===== config.mk =====
export PLATFORM = sky130hd
export DESIGN_NAME = wait_event_monitor_flat
export DESIGN_NICKNAME = d
export VERILOG_FILES = /design/src/rtl/wait_event_monitor_pkg.sv /design/src/rtl/wait_event_monitor_if.sv /design/src/rtl/wait_event_monitor_edge_detect.sv /design/src/rtl/wait_event_monitor.sv /design/src/flat_wrapper.sv
export SDC_FILE = /design/constraint.sdc
export NUM_CORES = 1
export LEC_CHECK = 0
export CAP_MARGIN = 20
export CORE_MARGIN = 3
export CORE_UTILIZATION = 50
export CTS_CLUSTER_SIZE = 10
export DETAILED_ROUTE_END_ITERATION = 12
export PLACE_DENSITY_LB_ADDON = 0.08
export SLEW_MARGIN = 25
export SYNTH_ARGS = -nofsm -noshare
export SYNTH_HDL_FRONTEND = slang
export SYNTH_SLANG_ARGS = --single-unit

===== constraint.sdc =====
create_clock -name clk -period 3.2 [get_ports clk]
set_clock_uncertainty 0.2 [all_clocks]
set_input_delay 0.48 -clock clk [delete_from_list [all_inputs] [get_ports clk]]
set_output_delay 0.48 -clock clk [all_outputs]
set_load 0.01 [all_outputs]

===== src/rtl/wait_event_monitor_pkg.sv =====
// Shared types and constants for the wait/event monitor.
// The edge select encoding matches the sel_wtr_wtf command bit.
package wait_event_pkg;

    typedef enum logic {
        WTR = 1'b0,
        WTF = 1'b1
    } wait_edge_e;

    typedef enum logic {
        IDLE  = 1'b0,
        ARMED = 1'b1
    } state_e;

    localparam int C_NO_TIMEOUT = 0;

endpackage


===== src/rtl/wait_event_monitor_if.sv =====
// Command/status bundle between the command sequencer (master) and the monitor (slave).
interface wait_event_monitor_if #(
    parameter int WAIT_SIZE = 5,
    parameter int TIMEOUT_W = 32
);
    localparam int SEL_W = (WAIT_SIZE > 1) ? $clog2(WAIT_SIZE) : 1;

    logic                 start;
    logic [SEL_W-1:0]     wait_sel;
    logic                 sel_wtr_wtf;
    logic [TIMEOUT_W-1:0] max_timeout;
    logic                 abort;
    logic                 busy;
    logic                 wait_done;
    logic                 wait_timeout;
    logic [TIMEOUT_W-1:0] elapsed;

    modport master (
        output start, wait_sel, sel_wtr_wtf, max_timeout, abort,
        input  busy, wait_done, wait_timeout, elapsed
    );

    modport slave (
        input  start, wait_sel, sel_wtr_wtf, max_timeout, abort,
        output busy, wait_done, wait_timeout, elapsed
    );

endinterface


===== src/rtl/wait_event_monitor_edge_detect.sv =====
// Previous-level register for the watched signal and the rise/fall comparison.
// The register is seeded at arming so a level already at the target never fires.
module wait_edge_detect
    import wait_event_pkg::*;
(
    input  logic       clk,
    input  logic       rst_n,
    input  logic       load,
    input  logic       advance,
    input  logic       level,
    input  wait_edge_e edge_sel,
    output logic       hit
);

    logic prev_q;

    always_ff @(posedge clk or negedge rst_n) begin
        if (!rst_n) begin
            prev_q <= 1'b0;
        end else if (load || advance) begin
            prev_q <= level;
        end
    end

    always_comb begin
        hit = 1'b0;
        if (edge_sel == WTR) begin
            hit = !prev_q && level;
        end else begin
            hit = prev_q && !level;
        end
    end

endmodule


===== src/rtl/wait_event_monitor.sv =====
// Arms on one of WAIT_SIZE signals and reports a rise/fall event or a timeout.
//   state | meaning
//   IDLE  | waiting for a start with a valid selection
//   ARMED | watching the latched signal; counting cycles toward the timeout
module wait_event_monitor
    import wait_event_pkg::*;
#(
    parameter int WAIT_SIZE  = 5,
    parameter int WAIT_WIDTH = 1,
    parameter int TIMEOUT_W  = 32
) (
    input  logic                            clk,
    input  logic                            rst_n,
    wait_event_monitor_if.slave             cmd,
    input  logic [WAIT_SIZE*WAIT_WIDTH-1:0] wait_signals
);

    localparam int                   SEL_W   = (WAIT_SIZE > 1) ? $clog2(WAIT_SIZE) : 1;
    localparam logic [TIMEOUT_W-1:0] CNT_MAX = '1;

    state_e               state_q, state_d;
    logic [SEL_W-1:0]     sel_q, sel_d;
    wait_edge_e           edge_q, edge_d;
    logic [TIMEOUT_W-1:0] maxt_q, maxt_d;
    logic [TIMEOUT_W-1:0] cnt_q, cnt_d;
    logic [TIMEOUT_W-1:0] left_q, left_d;
    logic [TIMEOUT_W-1:0] elapsed_q, elapsed_d;
    logic                 done_q, done_d;
    logic                 tmo_q, tmo_d;

    logic [WAIT_SIZE-1:0] levels;
    logic [SEL_W-1:0]     sel_mux;
    logic                 cur_level;
    logic                 sel_valid;
    logic                 arm;
    logic                 advance;
    logic                 hit;
    logic                 tmo_en;

    function automatic logic [TIMEOUT_W-1:0] sat_inc(input logic [TIMEOUT_W-1:0] v);
        return (v == CNT_MAX) ? v : v + TIMEOUT_W'(1);
    endfunction

    always_comb begin
        levels = '0;
        for (int i = 0; i < WAIT_SIZE; i++) begin
            levels[i] = |wait_signals[i*WAIT_WIDTH +: WAIT_WIDTH];
        end
    end

    // At arming the incoming selection seeds the edge detector; afterwards the latched one.
    assign sel_mux   = (state_q == ARMED) ? sel_q : cmd.wait_sel;
    assign sel_valid = int'(cmd.wait_sel) < WAIT_SIZE;
    assign tmo_en    = maxt_q != TIMEOUT_W'(C_NO_TIMEOUT);

    always_comb begin
        cur_level = 1'b0;
        for (int i = 0; i < WAIT_SIZE; i++) begin
            if (sel_mux == SEL_W'(i)) begin
                cur_level = levels[i];
            end
        end
    end

    wait_edge_detect u_edge_detect (
        .clk      (clk),
        .rst_n    (rst_n),
        .load     (arm),
        .advance  (advance),
        .level    (cur_level),
        .edge_sel (edge_q),
        .hit      (hit)
    );

    always_comb begin
        state_d   = state_q;
        sel_d     = sel_q;
        edge_d    = edge_q;
        maxt_d    = maxt_q;
        cnt_d     = cnt_q;
        left_d    = left_q;
        elapsed_d = elapsed_q;
        done_d    = 1'b0;
        tmo_d     = 1'b0;
        arm       = 1'b0;
        advance   = 1'b0;
        case (state_q)
            IDLE: begin
                if (cmd.start && sel_valid) begin
                    state_d = ARMED;
                    sel_d   = cmd.wait_sel;
                    edge_d  = wait_edge_e'(cmd.sel_wtr_wtf);
                    maxt_d  = cmd.max_timeout;
                    cnt_d   = '0;
                    left_d  = cmd.max_timeout;
                    arm     = 1'b1;
                end
            end
            ARMED: begin
                // Priority: abort, then event, then timeout.
                if (cmd.abort) begin
                    state_d = IDLE;
                end else if (hit) begin
                    state_d   = IDLE;
                    done_d    = 1'b1;
                    elapsed_d = sat_inc(cnt_q);
                end else if (tmo_en && (left_q == TIMEOUT_W'(1))) begin
                    state_d   = IDLE;
                    tmo_d     = 1'b1;
                    elapsed_d = maxt_q;
                end else begin
                    cnt_d   = sat_inc(cnt_q);
                    advance = 1'b1;
                    if (tmo_en) begin
                        left_d = left_q - TIMEOUT_W'(1);
                    end
                end
            end
            default: state_d = IDLE;
        endcase
    end

    always_ff @(posedge clk or negedge rst_n) begin
        if (!rst_n) begin
            state_q   <= IDLE;
            sel_q     <= '0;
            edge_q    <= WTR;
            maxt_q    <= '0;
            cnt_q     <= '0;
            left_q    <= '0;
            elapsed_q <= '0;
            done_q    <= 1'b0;
            tmo_q     <= 1'b0;
        end else begin
            state_q   <= state_d;
            sel_q     <= sel_d;
            edge_q    <= edge_d;
            maxt_q    <= maxt_d;
            cnt_q     <= cnt_d;
            left_q    <= left_d;
            elapsed_q <= elapsed_d;
            done_q    <= done_d;
            tmo_q     <= tmo_d;
        end
    end

    assign cmd.busy         = (state_q == ARMED);
    assign cmd.wait_done    = done_q;
    assign cmd.wait_timeout = tmo_q;
    assign cmd.elapsed      = elapsed_q;

endmodule


===== src/flat_wrapper.sv =====
// flat-port wrapper written by rule: the top's interface ports become plain ports
module wait_event_monitor_flat import wait_event_pkg::*;
#(
    parameter int WAIT_SIZE  = 5,
    parameter int WAIT_WIDTH = 1,
    parameter int TIMEOUT_W  = 32
)
  (clk, rst_n, wait_signals, cmd_start, cmd_wait_sel, cmd_sel_wtr_wtf, cmd_max_timeout, cmd_abort, cmd_busy, cmd_wait_done, cmd_wait_timeout, cmd_elapsed);
  wait_event_monitor_if #(.WAIT_SIZE(WAIT_SIZE), .TIMEOUT_W(TIMEOUT_W)) cmd_i ();
  input  logic clk;
  input  logic rst_n;
  input  logic [WAIT_SIZE*WAIT_WIDTH-1:0] wait_signals;
  input wire logic [$bits(cmd_i.start)-1:0] cmd_start;
  input wire logic [$bits(cmd_i.wait_sel)-1:0] cmd_wait_sel;
  input wire logic [$bits(cmd_i.sel_wtr_wtf)-1:0] cmd_sel_wtr_wtf;
  input wire logic [$bits(cmd_i.max_timeout)-1:0] cmd_max_timeout;
  input wire logic [$bits(cmd_i.abort)-1:0] cmd_abort;
  output wire logic [$bits(cmd_i.busy)-1:0] cmd_busy;
  output wire logic [$bits(cmd_i.wait_done)-1:0] cmd_wait_done;
  output wire logic [$bits(cmd_i.wait_timeout)-1:0] cmd_wait_timeout;
  output wire logic [$bits(cmd_i.elapsed)-1:0] cmd_elapsed;
  assign cmd_i.start = cmd_start;
  assign cmd_i.wait_sel = cmd_wait_sel;
  assign cmd_i.sel_wtr_wtf = cmd_sel_wtr_wtf;
  assign cmd_i.max_timeout = cmd_max_timeout;
  assign cmd_i.abort = cmd_abort;
  assign cmd_busy = cmd_i.busy;
  assign cmd_wait_done = cmd_i.wait_done;
  assign cmd_wait_timeout = cmd_i.wait_timeout;
  assign cmd_elapsed = cmd_i.elapsed;
  wait_event_monitor #(.WAIT_SIZE(WAIT_SIZE), .WAIT_WIDTH(WAIT_WIDTH), .TIMEOUT_W(TIMEOUT_W)) u_core (.clk(clk), .rst_n(rst_n), .cmd(cmd_i), .wait_signals(wait_signals));
endmodule

==> qor.yml <==
synthFlopType: "dfrtp_1"
finalHoldViolCount: 0
postLayoutCoreUtil_pct: 65.5
cp-start-kind: "flip-flop"
cts_sinks: 136
slew_headroom_pct: 51.9
fin_nets: 985
grt_max_degree: 55
die_h_microns: 130
numCtsBuffers: 17
yosys_warnings: 0
synthAdderAreaFrac_pct: 0.491
async_reset_ff_share_pct: 100
syn-num-nets: 866
core_area_sq_mm: 0.0148
boundaryPins: 80
antenna_found_initial: 0
yosys.area_share.simple_pct: 24.2
maxSlewViolCount: 0
synth_cell_types: 76
top_usage_layer: "met2"
cts_root_buf: "clkbuf_16"
io_buffers: 79
clk_latency_ns: 0.43
grt_pass1_wl_mm: 37.9
avgSynthCellArea_sq_um: 9.34
yosys.area_share.xor_xnor_pct: 2.52
met3_usage_pct: 5.48
drt_iter0_drc: 760
synth.area.mux_share_pct: 6.37
synth_seq_cells: 136
worst_setup_path_end_kind: "flip-flop"
first_pass_iters: 5
use_met1_pct: 39.5
fin_cells: 1134
layout_setup_ws_ns: 0.162
required_ns: 3.30
grtUsageMet2_pct: 48.0
remaining_drc_errors: 0
initial_core_util_pct: 51.8
post-place-ws_ns: -0.206
synth_edf_count: 0
hold_ws_ns: 0.308
gp_congestion: 0.912
totalPowerFinal_mw: 7.30
finalCritPeriodShare_pct: 94.9
antenna_left: 0
max_slew.worst_pin.slew_ns: 0.712
critPathKind: "reg -> reg"
dp.cells: 1096
path_max_fanout: 18
first_global_vias: 6993
synth_cells: 818
dieWidth_microns: 130
vias_per_cell: 6.32
routedWlPerCell_microns: 20.9
synth_compound_area_share_pct: 17.5
final_area_sq_mm: 0.00967
track_usage_pct: 29.1
place_area_sq_mm: 0.00901
hpwlAfterDp_mm: 17.0
power_density_mw_per_mm2: 755
vias: 7171
yosysSeqAreaShare_pct: 44.6
clkTransAtPathRegs_ns: 0.06
routed_wl_mm: 23.7
syn_area_sq_mm: 0.00764
arrival_ns: 3.14
fin_crit_ns: 3.04
grt-ovfl-total: 0
vdd_drop_max_uv: 390
synth_top_family_by_area: "simple AND/OR/NAND/NOR gates"
worstHoldPathType: "reg -> reg"
fmax_ghz: 0.329
fin_tns_setup_ns: 0
cts.htree.levels: 4
maxCapViolCount: 0
cts_buffer_depth: 2
die_area_sq_mm: 0.0168
syn_to_final_growth_pct: 26.6
n_antenna_cell: 0
num_rows: 44
status: "finished clean"
cts_tree: "yes"
drive_gt1_share_pct: 16.4
setup_viol: 0
power.leakage_nw: 4.16
-- cell families (layout without fill, tap and decap cells) --
family	Yosys count	in the layout
compound gates	161	161
xor+xnor	22	22
fa+ha+maj	3	3
buf+inv	76	208
flops	136	136
mux	45	45
simple gates	375	375
-- repair_timing --
action / CTS / global route
setup buffers: 0 / 5
hold endpoints to repair: 49 / 0
gates resized for setup: 0 / 4
endpoints found under the setup margin: 0 / 17
hold buffers: 1 / 0
-- placed cells by master, fill, tap and decap left out, drive strengths merged, types with 4 or more instances in the layout --
cell           instances
and2                   7
nor2                  35
clkinvlp               4
mux2                  23
dfrtp                136
a211o                 12
clkdlybuf4s50         78
clkinv                 4
nand2                153
o21ai                 25
or3                   17
o31ai                  6
a21oi                 12
nand2b                10
and3                   9
buf                   70
a32o                  10
mux2i                 22
o211a                  5
a221o                 22
o21a                   5
o211ai                12
and4                   4
a211oi                11
nand4                 18
nor3                  45
inv                   28
clkbuf                21
a31oi                  7
xnor2                 14
o32a                   7
nor4                  27
nand3                 37
xor2                   8
-- cell type report --
type	instances	area [sq um]
Tap cell	184	230
Timing Repair Buffer	149	1410
Fill cell	1238	5090
Sequential cell	136	3400
Inverter	27	101
Clock inverter	11	123
Clock buffer	21	460
Multi-Input combinational cell	606	3940
-- sequential cells by signal, indices dropped and copies added, names as in the netlist --
name / count
u_core.cmd.busy: 1
u_core.cmd.elapsed: 32
u_core.sel_q: 3
u_core.cmd.wait_done: 1
u_core.cnt_q: 32
u_core.left_q: 32
u_core.maxt_q: 32
u_core.cmd.wait_timeout: 1
u_core.edge_q: 1
u_core.u_edge_detect.prev_q: 1
-- Yosys cell counts (all sizes together), types with 6 or more instances --
cell type  instances  area (sq um)
buf               23           130
a21oi             12          97.6
o21ai             25           129
o31ai              6          45.0
a211o             12           105
dfrtp            136          3400
nor3              45           230
nand2            153           577
nor2              35           131
a221o             22           220
mux2              23           267
o32a               7          70.1
xor2               8          70.1
xnor2             14           123
nand2b            10          62.6
clkbuf            26          97.6
and2               7          43.8
a31oi              7          43.8
nor4              27           181
nand4             18           125
inv               27           101
o211ai            12          95.1
a211oi            11          95.1
mux2i             22           220
a32o              10           100
and3               9          57.6
nand3             37           195
or3               17           106
-- where the power goes --
group          switching (mW)  internal, mW  leakage (nW)  total, mW
Clock                   0.761          1.19         0.275       1.95
Combinational            1.28          1.28          2.15       2.56
Sequential              0.563          2.23          1.73       2.79
-- path summary, 6_finish.rpt --
kind,from,endpoint,slack [ns],cells past startpoint
max,u_core.left_q[18],u_core.u_edge_detect.prev_q,0.16,8
min,u_core.sel_q[2],u_core.sel_q[2],0.31,1
max reg2reg,u_core.left_q[18],u_core.u_edge_detect.prev_q,0.16,8
min reg2reg,u_core.sel_q[2],u_core.sel_q[2],0.31,1
max in group asynchronous,rst_n,u_core.left_q[24],1.57,3
min in group asynchronous,rst_n,u_core.cmd.elapsed[20],0.38,2
-- critical path, cell delays in order (launching register included) --
cell     delay [ns]
dfrtp_1        0.42
or3_1          0.45
nor3_2         0.23
nand2_1        0.14
or4_1          0.64
buf_4          0.28
a21oi_4        0.20
inv_2          0.05
mux2_1         0.30
-- metal layers --
layer,wire (microns),share of wire (%)
met5,0,0
met1,9990,42
met2,11600,49
met3,1570,6.6
met4,511,2.2
(Power assumes the default switching activity.)
